<file path="src/rtl/rv32_insn_encoder_loader.sv">
// RV32I field-bundle encoder and sequential instruction-memory loader (boot/debug injector).
// Each accepted bundle is encoded, then written with a single-cycle strobe at the next word address.
module rv32_insn_encoder_loader #(
  parameter int ADDR_W    = 8,
  parameter int BASE_ADDR = 0
) (
  input  logic              clk,
  input  logic              rst,
  input  logic              clear,
  input  logic              in_valid,
  output logic              in_ready,
  input  logic [3:0]        in_class,
  input  logic [2:0]        in_func3,
  input  logic              in_alt,
  input  logic [4:0]        in_rd,
  input  logic [4:0]        in_rs1,
  input  logic [4:0]        in_rs2,
  input  logic [31:0]       in_imm,
  input  logic              in_last,
  output logic              imem_we,
  output logic [ADDR_W-1:0] imem_addr,
  output logic [31:0]       imem_wdata,
  output logic [ADDR_W:0]   count,
  output logic              full,
  output logic              done,
  output logic              err
);

  localparam logic [ADDR_W-1:0] BASE     = ADDR_W'(BASE_ADDR);
  localparam logic [ADDR_W-1:0] ADDR_ONE = {{(ADDR_W-1){1'b0}}, 1'b1};
  localparam logic [ADDR_W:0]   CNT_ONE  = {{ADDR_W{1'b0}}, 1'b1};
  localparam logic [ADDR_W:0]   FULL_CNT = {1'b1, {ADDR_W{1'b0}}};

  typedef enum logic [1:0] {IDLE, ENC, WR, DONE} state_t;

  state_t             state_q;
  logic               we_q, done_q, err_q;
  logic [ADDR_W-1:0]  addr_q;
  logic [31:0]        wdata_q;
  logic [ADDR_W:0]    count_q;
  logic [3:0]         cls_q;
  logic [2:0]         f3_q;
  logic               alt_q, last_q;
  logic [4:0]         rd_q, rs1_q, rs2_q;
  logic [31:0]        imm_q;
  logic [ADDR_W:0]    count_d;

  function automatic logic legal(input logic [3:0] cls, input logic [2:0] f3);
    legal = 1'b1;
    case (cls)
      4'd2:    legal = !(f3 == 3'b011 || f3 == 3'b110 || f3 == 3'b111);
      4'd3:    legal = (f3 < 3'b011);
      4'd4:    legal = !(f3 == 3'b010 || f3 == 3'b011);
      default: legal = (cls <= 4'd8);
    endcase
  endfunction

  function automatic logic [31:0] encode(input logic [3:0] cls, input logic [2:0] f3, input logic alt,
                                         input logic [4:0] rd, input logic [4:0] rs1,
                                         input logic [4:0] rs2, input logic [31:0] imm);
    logic [6:0]  f7;
    logic [11:0] i12;
    encode = 32'd0;
    f7     = (alt && (f3 == 3'b000 || f3 == 3'b101)) ? 7'h20 : 7'h00;
    // Shift-immediates carry alt in bit 30 and only a 5-bit shamt.
    i12    = (f3 == 3'b001 || f3 == 3'b101) ? {1'b0, alt, 5'b00000, imm[4:0]} : imm[11:0];
    case (cls)
      4'd0: encode = {f7, rs2, rs1, f3, rd, 7'b0110011};
      4'd1: encode = {i12, rs1, f3, rd, 7'b0010011};
      4'd2: encode = {imm[11:0], rs1, f3, rd, 7'b0000011};
      4'd3: encode = {imm[11:5], rs2, rs1, f3, imm[4:0], 7'b0100011};
      4'd4: encode = {imm[12], imm[10:5], rs2, rs1, f3, imm[4:1], imm[11], 7'b1100011};
      4'd5: encode = {imm[20], imm[10:1], imm[11], imm[19:12], rd, 7'b1101111};
      4'd6: encode = {imm[11:0], rs1, 3'b000, rd, 7'b1100111};
      4'd7: encode = {imm[31:12], rd, 7'b0110111};
      4'd8: encode = {imm[31:12], rd, 7'b0010111};
      default: encode = 32'd0;
    endcase
  endfunction

  assign count_d = count_q + CNT_ONE;

  always_ff @(posedge clk) begin
    if (rst || clear) begin
      state_q <= IDLE;
      we_q    <= 1'b0;
      addr_q  <= BASE;
      wdata_q <= 32'd0;
      count_q <= '0;
      done_q  <= 1'b0;
      err_q   <= 1'b0;
    end else begin
      case (state_q)
        IDLE: begin
          if (in_valid && in_ready) begin
            cls_q   <= in_class;
            f3_q    <= in_func3;
            alt_q   <= in_alt;
            rd_q    <= in_rd;
            rs1_q   <= in_rs1;
            rs2_q   <= in_rs2;
            imm_q   <= in_imm;
            last_q  <= in_last;
            state_q <= ENC;
          end
        end
        ENC: begin
          if (legal(cls_q, f3_q)) begin
            wdata_q <= encode(cls_q, f3_q, alt_q, rd_q, rs1_q, rs2_q, imm_q);
            we_q    <= 1'b1;
            state_q <= WR;
          end else begin
            err_q   <= 1'b1;
            done_q  <= last_q;
            state_q <= last_q ? DONE : IDLE;
          end
        end
        WR: begin
          we_q    <= 1'b0;
          addr_q  <= addr_q + ADDR_ONE;
          count_q <= count_d;
          if (last_q || count_d == FULL_CNT) begin
            done_q  <= 1'b1;
            state_q <= DONE;
          end else begin
            state_q <= IDLE;
          end
        end
        default: state_q <= DONE;
      endcase
    end
  end

  assign in_ready   = (state_q == IDLE) && !full && !done_q;
  assign imem_we    = we_q;
  assign imem_addr  = addr_q;
  assign imem_wdata = wdata_q;
  assign count      = count_q;
  assign full       = (count_q == FULL_CNT);
  assign done       = done_q;
  assign err        = err_q;

endmodule

</file>
<file path="config.mk">
export PLATFORM = sky130hd
export DESIGN_NAME = rv32_insn_encoder_loader
export DESIGN_NICKNAME = d
export VERILOG_FILES = /design/src/rtl/rv32_insn_encoder_loader.sv
export SDC_FILE = /design/constraint.sdc
export NUM_CORES = 1
export LEC_CHECK = 0
export BUFFER_PORTS_ARGS = -buffer_cell sky130_fd_sc_hd__buf_2
export CORE_MARGIN = 1.5
export CORE_UTILIZATION = 49
export CTS_CLUSTER_DIAMETER = 100
export DETAILED_ROUTE_END_ITERATION = 6
export PLACE_DENSITY = 0.86
export SLEW_MARGIN = 0
export SYNTH_ARGS = -nofsm -noshare
export SYNTH_HDL_FRONTEND = slang
export SYNTH_SLANG_ARGS = --single-unit
</file>
<file path="constraint.sdc">
create_clock -name clk -period 3 [get_ports clk]
set_clock_uncertainty 0.05 [all_clocks]
set_input_delay 0.45 -clock clk [delete_from_list [all_inputs] [get_ports clk]]
set_output_delay 0.45 -clock clk [all_outputs]
set_load 0.02 [all_outputs]
</file>
* Word level (Yosys, flattened, before mapping)
Cells that the tools add are included.
** Word-level totals
- Flip-flop bits (word level) :: 110
- Latch bits :: 0
- Memory bits (writable) :: 0
- Bits in read-only memories :: 0
- Bits of input ports :: 60
- Output and inout bits :: 54
- Memories kept :: 0
** Cells by class
- Add/subtract/negate cells :: 2
- $mul :: 0
- Divide/modulo/power cells :: 0
- $lt $le $gt $ge :: 2
- Eq/ne operators :: 22
- Shift-type cells :: 0
- Multiplexer cells :: 16
- Bitwise gates (word level) :: 2
- Reductions and logical operators :: 24
** Operators with widths (count)
- $pmux W32 S9 :: 1
- $eq A9 B9 Y1 const B :: 2
- $eq A4 B3 Y1 const B :: 4
- $mux W12 :: 1
- $add A9 B1 Y9 const B :: 1
- $eq A3 B3 Y1 const B :: 3
- $add A8 B1 Y8 const B :: 1
- $eq A4 B2 Y1 const B :: 2
- $mux W2 :: 4
- $ne A2 B2 Y1 const B :: 4
- $logic_or A1 B1 Y1 :: 7
- $eq A3 B2 Y1 const B :: 2
- $mux W6 :: 1
- $pmux W2 S3 :: 1
- $reduce_and A2 Y1 :: 3
- $reduce_and A3 Y1 :: 2
- $mux W1 :: 5
- $eq A4 B1 Y1 const B :: 1
- $eq A4 B4 Y1 const B :: 1
- $le A4 B4 Y1 const B :: 1
- $logic_and A1 B1 Y1 :: 4
- $logic_not A1 Y1 :: 4
- $logic_not A4 Y1 :: 1
- $pmux W1 S2 :: 2
- other kinds (9) :: 10

* Longest topological paths before layout
Gate-level depths: netlist of the first run.
- Depth in word-level cells :: 9
- Depth in mapped cells :: 9

* Worst setup path after synthesis of the first run
Ideal clock, no wire load.
- Path type :: register -> register
- Start point :: reg count_q[0] (netlist: count[0])
- End point :: reg alt_q (enable)
- Setup time :: 0.420 ns
- Data arrival time :: 2.968 ns
- Data required time :: 2.530 ns
- Path slack :: -0.438 ns
- Stages on the path, launching flop included :: 8
- Period minus slack after synthesis :: 3.438 ns
- Cell sequence :: dfxtp_1 -> inv_1 -> ha_1 -> nor4b_1 -> and4b_1 -> nor2_1 -> and2_1 -> and3_1
** Between the ends
- Longest elaborated chain between the ends :: 6
** RTL lines
- start: declaration :: line 40 : logic [ADDR_W:0] count_q;
- start signal: assignment :: line 121 : count_q <= count_d;
- $eq A9 B9 Y1 :: line 139 : assign full = (count_q == FULL_CNT);
- via full :: line 24 : output logic full,
- $logic_not A1 Y1 :: line 134 : assign in_ready = (state_q == IDLE) && !full && !done_q;
- $logic_and A1 B1 Y1 (2 in a row) :: line 134
- via in_ready :: line 11 : output logic in_ready,
- $logic_and A1 B1 Y1 :: line 95 : if (in_valid && in_ready) begin
- $reduce_and A3 Y1 (no source line)
- end signal: assignment :: line 98 : alt_q <= in_alt;
- end: declaration :: line 43 : logic alt_q, last_q;
The timed path passes the listed nets, and every way through them passes these cells.
A chain may end at the register's enable or synchronous reset.

* Worst setup path in the final report of the first run
- Start point :: reg count_q[0] (netlist: count[0])
- End point :: out in_ready
** Between the ends
- Longest elaborated chain between the ends :: 4
** RTL lines (line)
- $eq A9 B9 Y1 :: 139
- $logic_not A1 Y1 :: 134
- $logic_and A1 B1 Y1 (2 in a row) :: 134
- end: declaration :: 11
Every way passes these cells.

==> run metrics, run 1 <==
status=completed; worst min path class=in2reg; final cell count without fillers=695; share of cells above drive strength 1=32.2%; Achievable Freq=0.414 GHz; CP required=2.50 ns; Iteration-0 DRC Markers=~230; Tcrit/Tclk final=about 80%; max-slew violation count=0; setup violators final=0; CTS max path bufs=2; static leakage=2.23 nW; initial core utilization=50.5%; PwrDens=467 nW/um^2; CTS tree=done; pin count of the biggest net entering global routing=57; Yosys reg bits=109; hold_buf cts=0; Startpoint Class=flip-flop; I/O pin count=114; initial antenna violation count=0; root buf cell=clkbuf_8; leading cell type in the layout, fill and taps excluded=buf_2; slowest stage cell, crit path=dfxtp_1; Total Power=around 0.0027 W; chip width=104 um; Synth area leader=edfxtp_1; most frequent cells in the layout=buf_2 (113), nor2_1 (65), edfxtp_1 (56), dfxtp_1 (53), nand2_1 (30); drt drc=0; Area Overhead vs Synth=16.8%; Hold Slack=0.188 ns; GRT Total Usage=20.7%; CTS sink cnt=109; RSZ-0062 raised after global routing=no; synthesized area=4960 sq um; synth top area cells=edfxtp_1 (34%), dfxtp_1 (21%), nor2_1 (4.9%), nor3_2 (3.4%), a221oi_2 (3.3%); ys async rst share=0%; MaxCap Viol Count=0; number of cells produced by synthesis=457; Reg clk slew, reported paths=between 0.1 and 0.15 ns; sequential area share after synthesis=55.3%; Synth cell types=57; Final min period=2.41 ns; postcts setup bufs=0; critical path capture point type=output port; Die ar.=approximately 11000 sq um; core area=between 9000 and 10000 sq um; gr ovfl total=0; DRT antenna net count=0; vias in the first global route=approximately 3700; Placer Congestion=between 0.9 and 1; post-synth top area share=about a third; chip height=just over 100 um; # placed instances=679; first-pass GRT wire length=18000 um; nets=between 600 and 700; post-synthesis adder-cell area fraction=slightly above 2%; Synth Area in Simple Gates=~17%; Peak VDD IR=0.000405 V; Pre-antenna DRT Iters=5; # diodes=0; # rows=36; Fill cells=846; crit path max fanout=6; syn_nets=525; PostCTS Resize Cnt=0; HPWL after DPL=7920 um; largest stage delay on the critical path=0.44 ns; post-synthesis mux area share=1.03%; post-synthesis compound-gate area fraction=17.3%; largest family of logic cells by synthesized area=compound AO/OA/AOI/OAI gates; critical setup path kind=reg2out; Slew HR=a little over a quarter; predominant post-synthesis flop cell=edfxtp_1; later-pin clock latency in the skew report=0.38 ns; Routed WL=approximately 11000 um; critical path arrival=between 1.5 and 2 ns; Port Buffers=roughly 110; EDFF count, synth=56; Post-Route Setup TNS=0 ns; worst-path cell chain=inv_1, ha_1, nor4b_1, and4b_1, nor2_1, and2_1, buf_2; YS warnings=0; Worst-Margin Slew=1.10 ns; detailed-route via count=about 3900; syn_area_per_cell=10.9 sq um; H-tree Lvls=3; Hold Fails Final Rpt=0; area of placed instances=5600 sq um; vias per cell=5.61; Inserted Clock Buffers=9; xor and xnor area share after synthesis=under 10%; DR WL/cell=15.7 um; Design Area, Final=slightly below 6000 sq um
-- flip-flops by register name, indices dropped and copies added (netlist names) --
register    cells
count           9
cls_q           4
err             1
imem_we         1
rs1_q           5
alt_q           1
last_q          1
rs2_q           5
done            1
rd_q            5
imem_addr       8
f3_q            3
imm_q          32
imem_wdata     31
state_q         2
-- power breakdown --
group	total [W]	leakage, nW	switching, W	internal (W)
Sequential	0.00163	0.940	0.0000260	0.00160
Clock	0.000851	0.0914	0.000529	0.000322
Combinational	0.000227	1.20	0.000135	0.0000917
-- metrics by stage --
step / utilization (%) / setup WS (ns)
6_report: 59.0 / 0.586
5_1_grt: 59.0 / 0.340
4_1_cts: 59.0 / 0.568
3_5_place_dp: 57.1 / 0.671
3_3_place_gp: 57.1 / 0.767
2_1_floorplan: - / 0.177
-- path summary, 6_finish.rpt --
check	end	depth (start not counted)	start	slack [ns]
max	in_ready	7	count[0]$_SDFFE_PP0P_	0.59
min	imm_q[14]$_DFFE_PP_	1	in_imm[14]	0.19
max reg2reg	imem_wdata[11]$_SDFFE_PP0P_	6	cls_q[3]$_DFFE_PP_	0.63
min reg2reg	imem_wdata[6]$_SDFFE_PP0P_	2	imem_wdata[6]$_SDFFE_PP0P_	0.43
-- Yosys cell counts, types with 2 or more instances --
library cell and count:
nor2_1 65, edfxtp_1 56, dfxtp_1 53, nand2_1 30, a21oi_1 24, o21ai_0 22
nor3_2 17, clkbuf_1 15, inv_1 13, xor2_1 12, a221oi_2 11, buf_2 11
a221oi_1 9, a22o_1 8, ha_1 8, a22oi_1 7, nor3_1 7, a211oi_1 6
nand4_1 6, xnor2_1 6, a2bb2oi_1 5, a31oi_1 4, and3_1 4, buf_4 4
mux2i_1 4, nand3_1 4, and2_1 3, buf_6 3, nor4_1 3, o22ai_1 3
a311oi_1 2, nand2b_1 2, nor2b_1 2, nor4b_1 2, o21ai_1 2, o21bai_1 2
or3_1 2
-- worst max-delay path, delay by kind of cell, from the launching register on --
kind / cells / cell delay (ns)
adders and majority gates: 1 / 0.21
buffers and inverters: 2 / 0.24
DFF: 1 / 0.44
and+or+nand+nor: 4 / 0.67
-- kinds of logic after synthesis --
| kind of cell | after synthesis |
|---|---|
| flip-flops | 109 |
| AND/OR/NAND/NOR | 157 |
| XOR/XNOR | 18 |
| adder cells (fa/ha/maj) | 8 |
| AO/OA/AOI/OAI | 112 |
| multiplexers | 5 |
| buffers and inverters | 48 |
-- layout make-up --
| cell class | instances | area (sq um) | share of cell area, % |
|---|---|---|---|
| Multi-Input combinational cell | 300 | 1990 | 34.3 |
| Tap cell | 133 | 166 | 2.87 |
| Inverter | 14 | 52.6 | 0.907 |
| Sequential cell | 109 | 2740 | 47.3 |
| Clock buffer | 9 | 124 | 2.14 |
| Timing Repair Buffer | 123 | 653 | 11.3 |
| Clock inverter | 7 | 66.3 | 1.14 |
-- layer usage --
metal  part of all wire [%]  track usage [%]  up-vias
met5                      0                0        -
met4                    2.3             7.34        0
met3                    5.6             4.47       25
met2                     50             36.1      182
met1                     42             25.2     1816
li1                       -                -     1878
Note: power is estimated with default switching activity, not from simulation.
==> inputs of run 2 (changes only) <==
==> constraint.sdc (replaced) <==
create_clock -name clk -period 2.2 [get_ports clk]
set_clock_uncertainty 0.05 [all_clocks]
set_input_delay 0.33 -clock clk [delete_from_list [all_inputs] [get_ports clk]]
set_output_delay 0.33 -clock clk [all_outputs]
set_load 0.02 [all_outputs]
==> run metrics, run 2 (same netlist as run 1, synthesis figures left out) <==
status=completed (unchanged); DR WL/cell=15.6 um (was 15.7 um); worst-path cell chain=inv_2, ha_2, nor4b_4, and4b_2, nor2_4, and2_4, buf_6 (was inv_1, ha_1, nor4b_1, and4b_1, nor2_1, and2_1, buf_2); Port Buffers=113 (unchanged); core area=9820 sq um (unchanged); initial antenna violation count=0 (unchanged); CP top delay family=simple AND/OR/NAND/NOR gates (unchanged); Final min period=2.09 ns; I/O pin count=114 (unchanged); most frequent cells in the layout=buf_2 (112), nor2_1 (64), edfxtp_1 (56), dfxtp_1 (51), nand2_1 (30) (was buf_2 (113), nor2_1 (65), edfxtp_1 (56), dfxtp_1 (53), nand2_1 (30)); vias per cell=5.55 (was 5.61); pin count of the biggest net entering global routing=51 (was 57); critical path capture point type=output port (unchanged); Slew HR=26.2% (was 26.6%); detailed-route via count=3936 (was 3901); H-tree Lvls=3 (unchanged); vias in the first global route=3711 (was 3699); RSZ-0062 raised after global routing=no (unchanged); WP buf/inv=2 (unchanged); Iteration-0 DRC Markers=228 (was 234); gr ovfl total=0 (unchanged); setup violators final=0 (unchanged); Routed WL=11000 um (was 10900 um); register bank with the most flops=imm_q (unchanged); root buf cell=clkbuf_8 (unchanged); slowest stage cell, crit path=dfxtp_4 (was dfxtp_1); Startpoint Class=flip-flop (unchanged); first-pass GRT wire length=17900 um (was 18000 um); MaxCap Viol Count=0 (unchanged); Area Overhead vs Synth=20.5% (was 16.8%); # diodes=0 (unchanged); worst min path class=in2reg (unchanged); GRT Total Usage=20.7% (about the same); Design Area, Final=5980 sq um (was 5790 sq um); static leakage=2.35 nW (was 2.23 nW); later-pin clock latency in the skew report=0.37 ns (was 0.38 ns); cells on worst reg2reg path=7 (was 6); max FFs per register=32 (unchanged); CTS tree=done (unchanged); initial core utilization=50.5% (unchanged); crit path launch=count[1]$_SDFFE_PP0P_ (was count[0]$_SDFFE_PP0P_); Inserted Clock Buffers=9 (unchanged); Hold Path Cell Cnt=1 (unchanged); Hold Fails Final Rpt=0 (unchanged); Total Power=0.00383 W (was 0.00271 W); drt drc=0 (unchanged); leading cell type in the layout, fill and taps excluded=buf_2 (unchanged); chip height=104 um (unchanged); CTS sink cnt=109 (unchanged); Critical Path Stages=7 (unchanged); share of cells above drive strength 1=35.6% (was 32.2%); Die ar.=10700 sq um (unchanged); DRT antenna net count=0 (unchanged); reg-to-reg slack, setup=0.14 ns (was 0.63 ns); PwrDens=640 nW/um^2 (was 467 nW/um^2); CP Capture Point=in_ready (unchanged); Worst-Margin Slew=1.11 ns (was 1.10 ns); Achievable Freq=0.479 GHz; Fill cells=842 (was 846); critical path arrival=1.71 ns (was 1.91 ns); Reg clk slew, reported paths=0.11 ns (about the same); Tcrit/Tclk final=between 90% and 100%; critical setup path kind=reg2out (unchanged); area of placed instances=5720 sq um (was 5600 sq um); CP required=1.82 ns (was 2.50 ns); crit path max fanout=6 (unchanged); # rows=36 (unchanged); FF-to-FF End=done$_SDFFE_PP0P_ (was imem_wdata[11]$_SDFFE_PP0P_); Placer Congestion=0.890 (was 0.969); CTS max path bufs=2 (unchanged); HPWL after DPL=8060 um (was 7920 um); largest stage delay on the critical path=0.37 ns (was 0.44 ns); max-slew violation count=0 (unchanged); chip width=104 um (unchanged); Pre-antenna DRT Iters=5 (unchanged); nets=639 (was 625); Peak VDD IR=0.000461 V (was 0.000405 V); Reg2Reg Launch Point=cls_q[0]$_DFFE_PP_ (was cls_q[3]$_DFFE_PP_)
==> run 2: what timing repair did <==
| action | CTS | global route |
|---|---|---|
| buffers inserted | 0 | 1 |
| hold buffers | 0 | 0 |
| setup endpoints to repair | 0 | 3 |
| resized for setup | 0 | 8 |
==> run 2: metrics by stage <==
stage / std cells / setup WS [ns] / util [%] / setup TNS [ns] / hold slack, ns
3_3_place_gp: 692 / 0.193 / 58.3 / 0 / 0.395
4_1_cts: 708 / 0.0391 / 60.4 / 0 / 0.0555
2_1_floorplan: 457 / -0.0759 / - / -4.25 / 0.379
6_report: 709 / 0.114 / 60.9 / 0 / 0.0711
3_5_place_dp: 692 / 0.141 / 58.3 / 0 / 0.417
5_1_grt: 709 / 0.000995 / 60.9 / 0 / 0.0423
==> run 2: worst register-to-register path: stages (launching register included) <==
cell and delay (ns):
edfxtp_1 0.52, nor4b_2 0.31, o21ai_1 0.10, a32oi_2 0.26, nand2b_4 0.20, buf_4 0.17, a31oi_1 0.11, a311oi_2 0.25
==> run 2: final cells by class <==
type                            count  area (sq um)  area share, %
Clock inverter                      7          88.8           1.49
Tap cell                          133           166           2.78
Multi-Input combinational cell    300          2030           33.9
Inverter                           14          52.6          0.879
Sequential cell                   109          2750           46.0
Timing Repair Buffer              137           768           12.8
Clock buffer                        9           124           2.07
==> run 2: routing by layer <==
layer	vias to the layer above	GRT usage, %	part of all wire (%)
li1	1894	-	-
met2	196	36.0	51
met5	-	0	0
met4	0	6.55	1.3
met1	1829	25.3	41
met3	17	5.03	6.3
==> run 2: how the worst min path moves through the flow <==
stage | startpoint | to | slack (ns)
finish | in_rs2[1] | rs2_q[1]$_DFFE_PP_ | 0.07
global route | in_imm[30] | imm_q[30]$_DFFE_PP_ | 0.04
CTS | in_rs2[1] | rs2_q[1]$_DFFE_PP_ | 0.06
detailed placement | imem_wdata[3]$_SDFFE_PP0P_ | imem_wdata[3]$_SDFFE_PP0P_ | 0.42
global placement | err$_SDFFE_PP0P_ | err$_SDFFE_PP0P_ | 0.40
floorplan | in_alt | alt_q$_DFFE_PP_ | 0.38
==> run 2: where the power goes <==
part	switching, W	internal [W]	leakage (nW)	total [W]
combinational	0.000194	0.000143	1.30	0.000336
sequential	0.0000330	0.00219	0.941	0.00222
clock	0.000721	0.000553	0.109	0.00127
==> inputs of run 3 (changes only) <==
==> constraint.sdc (replaced) <==
create_clock -name clk -period 2.2 [get_ports clk]
set_clock_uncertainty 0.05 [all_clocks]
set_input_delay 0.11 -clock clk [delete_from_list [all_inputs] [get_ports clk]]
set_output_delay 0.11 -clock clk [all_outputs]
set_load 0.02 [all_outputs]
==> run metrics, run 3 (same netlist as run 1, synthesis figures left out) <==
Tcrit/Tclk final=93.8% (was 94.8%); Startpoint Class=flip-flop (unchanged); Post-Route Setup TNS=0 ns (unchanged); nets=695 (was 639); Die ar.=10700 sq um (unchanged); GRT Total Usage=23.3% (was 20.7%); metal1 wirelength=4950 um (was 4570 um); MaxCap Viol Count=0 (unchanged); final cell utilization of the core=66.4% (was 60.9%); root buf cell=clkbuf_8 (unchanged); max FFs per register=32 (unchanged); static leakage=2.57 nW (was 2.35 nW); leading cell type in the layout, fill and taps excluded=buf_2 (unchanged); later-pin clock latency in the skew report=0.37 ns (about the same); Hold Fails Final Rpt=0 (unchanged); Design Area, Final=6520 sq um (was 5980 sq um); Port Buffers=113 (unchanged); chip height=104 um (unchanged); critical path arrival=2.10 ns (was 1.71 ns); # diodes=0 (unchanged); H-tree Lvls=3 (unchanged); Worst-Margin Slew=1.12 ns (was 1.11 ns); initial antenna violation count=0 (unchanged); RSZ-0062 raised after global routing=no (unchanged); Slew HR=25.5% (was 26.2%); Hold Slack=0.0331 ns (was 0.0711 ns); met2 wire len=6440 um (was 5620 um); CTS tree=done (unchanged); CTS max path bufs=2 (unchanged); Area Overhead vs Synth=31.3% (was 20.5%); CP required=2.23 ns (was 1.82 ns); max-slew violation count=0 (unchanged); Fill cells=777 (was 842); Routed WL=12300 um (was 11000 um); first-pass GRT wire length=20000 um (was 17900 um); pin count of the biggest net entering global routing=51 (unchanged); Top Layer Used=met4 (unchanged); vias in the first global route=4038 (was 3711); DRT antenna net count=0 (unchanged); final cell count without fillers=765 (was 709); DR WL/cell=16.0 um (was 15.6 um); Pre-antenna DRT Iters=6 (was 5); critical setup path kind=reg2reg (was reg2out); chip width=104 um (unchanged); register bank with the most flops=imm_q (unchanged); # placed instances=692 (unchanged); worst min path class=in2reg (unchanged); share of cells above drive strength 1=32.3% (was 35.6%); PwrDens=600 nW/um^2 (was 640 nW/um^2); Inserted Clock Buffers=9 (unchanged); crit path max fanout=24 (was 6); Placer Congestion=0.890 (unchanged); most frequent cells in the layout=buf_2 (113), nor2_1 (64), edfxtp_1 (56), dlygate4sd3_1 (56), dfxtp_1 (51) (was buf_2 (112), nor2_1 (64), edfxtp_1 (56), dfxtp_1 (51), nand2_1 (30)); I/O pin count=114 (unchanged); setup violators final=0 (unchanged); core area=9820 sq um (unchanged); Reg clk slew, reported paths=0.11 ns (about the same); drt drc=0 (unchanged); vias per cell=5.42 (was 5.55); Achievable Freq=0.485 GHz (was 0.479 GHz); HPWL after DPL=8060 um (unchanged); status=completed (unchanged); detailed-route via count=4145 (was 3936); met3 wire length=674 um (was 697 um); # rows=36 (unchanged); critical path capture point type=flip-flop (was output port); gr ovfl total=0 (unchanged); Peak VDD IR=0.000480 V (was 0.000461 V); Final min period=2.06 ns (was 2.09 ns); initial core utilization=50.5% (unchanged); area of placed instances=5720 sq um (unchanged); CTS sink cnt=109 (unchanged); Iteration-0 DRC Markers=263 (was 228)
## run 3: changes by cell type in the layout (fill, tap and decap cells not counted), sizes merged
cell,previous run,this run
dlygate4sd3,0,56
## run 3: final timing paths
| path | startpoint | to | slack (ns) | cells past startpoint |
|---|---|---|---|---|
| max | count[1]$_SDFFE_PP0P_ | f3_q[1]$_DFFE_PP_ | 0.14 | 8 |
| min | rst | imem_wdata[7]$_SDFFE_PP0P_ | 0.03 | 4 |
| max reg2reg | count[1]$_SDFFE_PP0P_ | f3_q[1]$_DFFE_PP_ | 0.14 | 8 |
| min reg2reg | imem_wdata[4]$_SDFFE_PP0P_ | imem_wdata[4]$_SDFFE_PP0P_ | 0.43 | 2 |
## run 3: routing by layer
metal	up-vias	track usage, %
li1	2009	-
met1	1953	27.5
met2	166	42.1
met3	17	4.97
met4	0	7.54
met5	-	0
## run 3: stage by stage
stage               total power (W)  setup slack, ns
floorplan                   0.00246          -0.0759
global route                0.00407           0.0108
finish                      0.00391            0.137
CTS                         0.00392           0.0983
global placement            0.00258            0.193
detailed placement          0.00259            0.141
## run 3: layout make-up
type	count	area, sq um	area share [%]
inverters	14	52.6	0.806
multi-input cells	300	2010	30.8
well taps	133	166	2.55
repair buffers	193	1330	20.3
clock buffers	9	124	1.90
flip-flops and latches	109	2750	42.2
clock inverters	7	88.8	1.36
## run 3: where the power goes
group,leakage (nW),total [W],internal [W],switching (W)
Sequential,0.941,0.00222,0.00219,0.0000336
Clock,0.109,0.00128,0.000553,0.000723
Combinational,1.52,0.000416,0.000204,0.000211
Total,2.57,0.00391,0.00294,0.000968
## run 3: critical path, stage by stage, from the launching register on
cell     delay, ns
dfxtp_4       0.38
inv_2         0.04
ha_2          0.16
nor4b_1       0.13
and4b_2       0.24
nor2_2        0.14
and2_4        0.16
and3_4        0.28
buf_12        0.20
## run 3: repair_timing
action / 4_1_cts / 5_1_grt
endpoints found under the hold margin: 56 / 0
hold buffers: 56 / 0
endpoints found under the setup margin: 0 / 2
resized for setup: 0 / 3
buffers inserted: 0 / 1
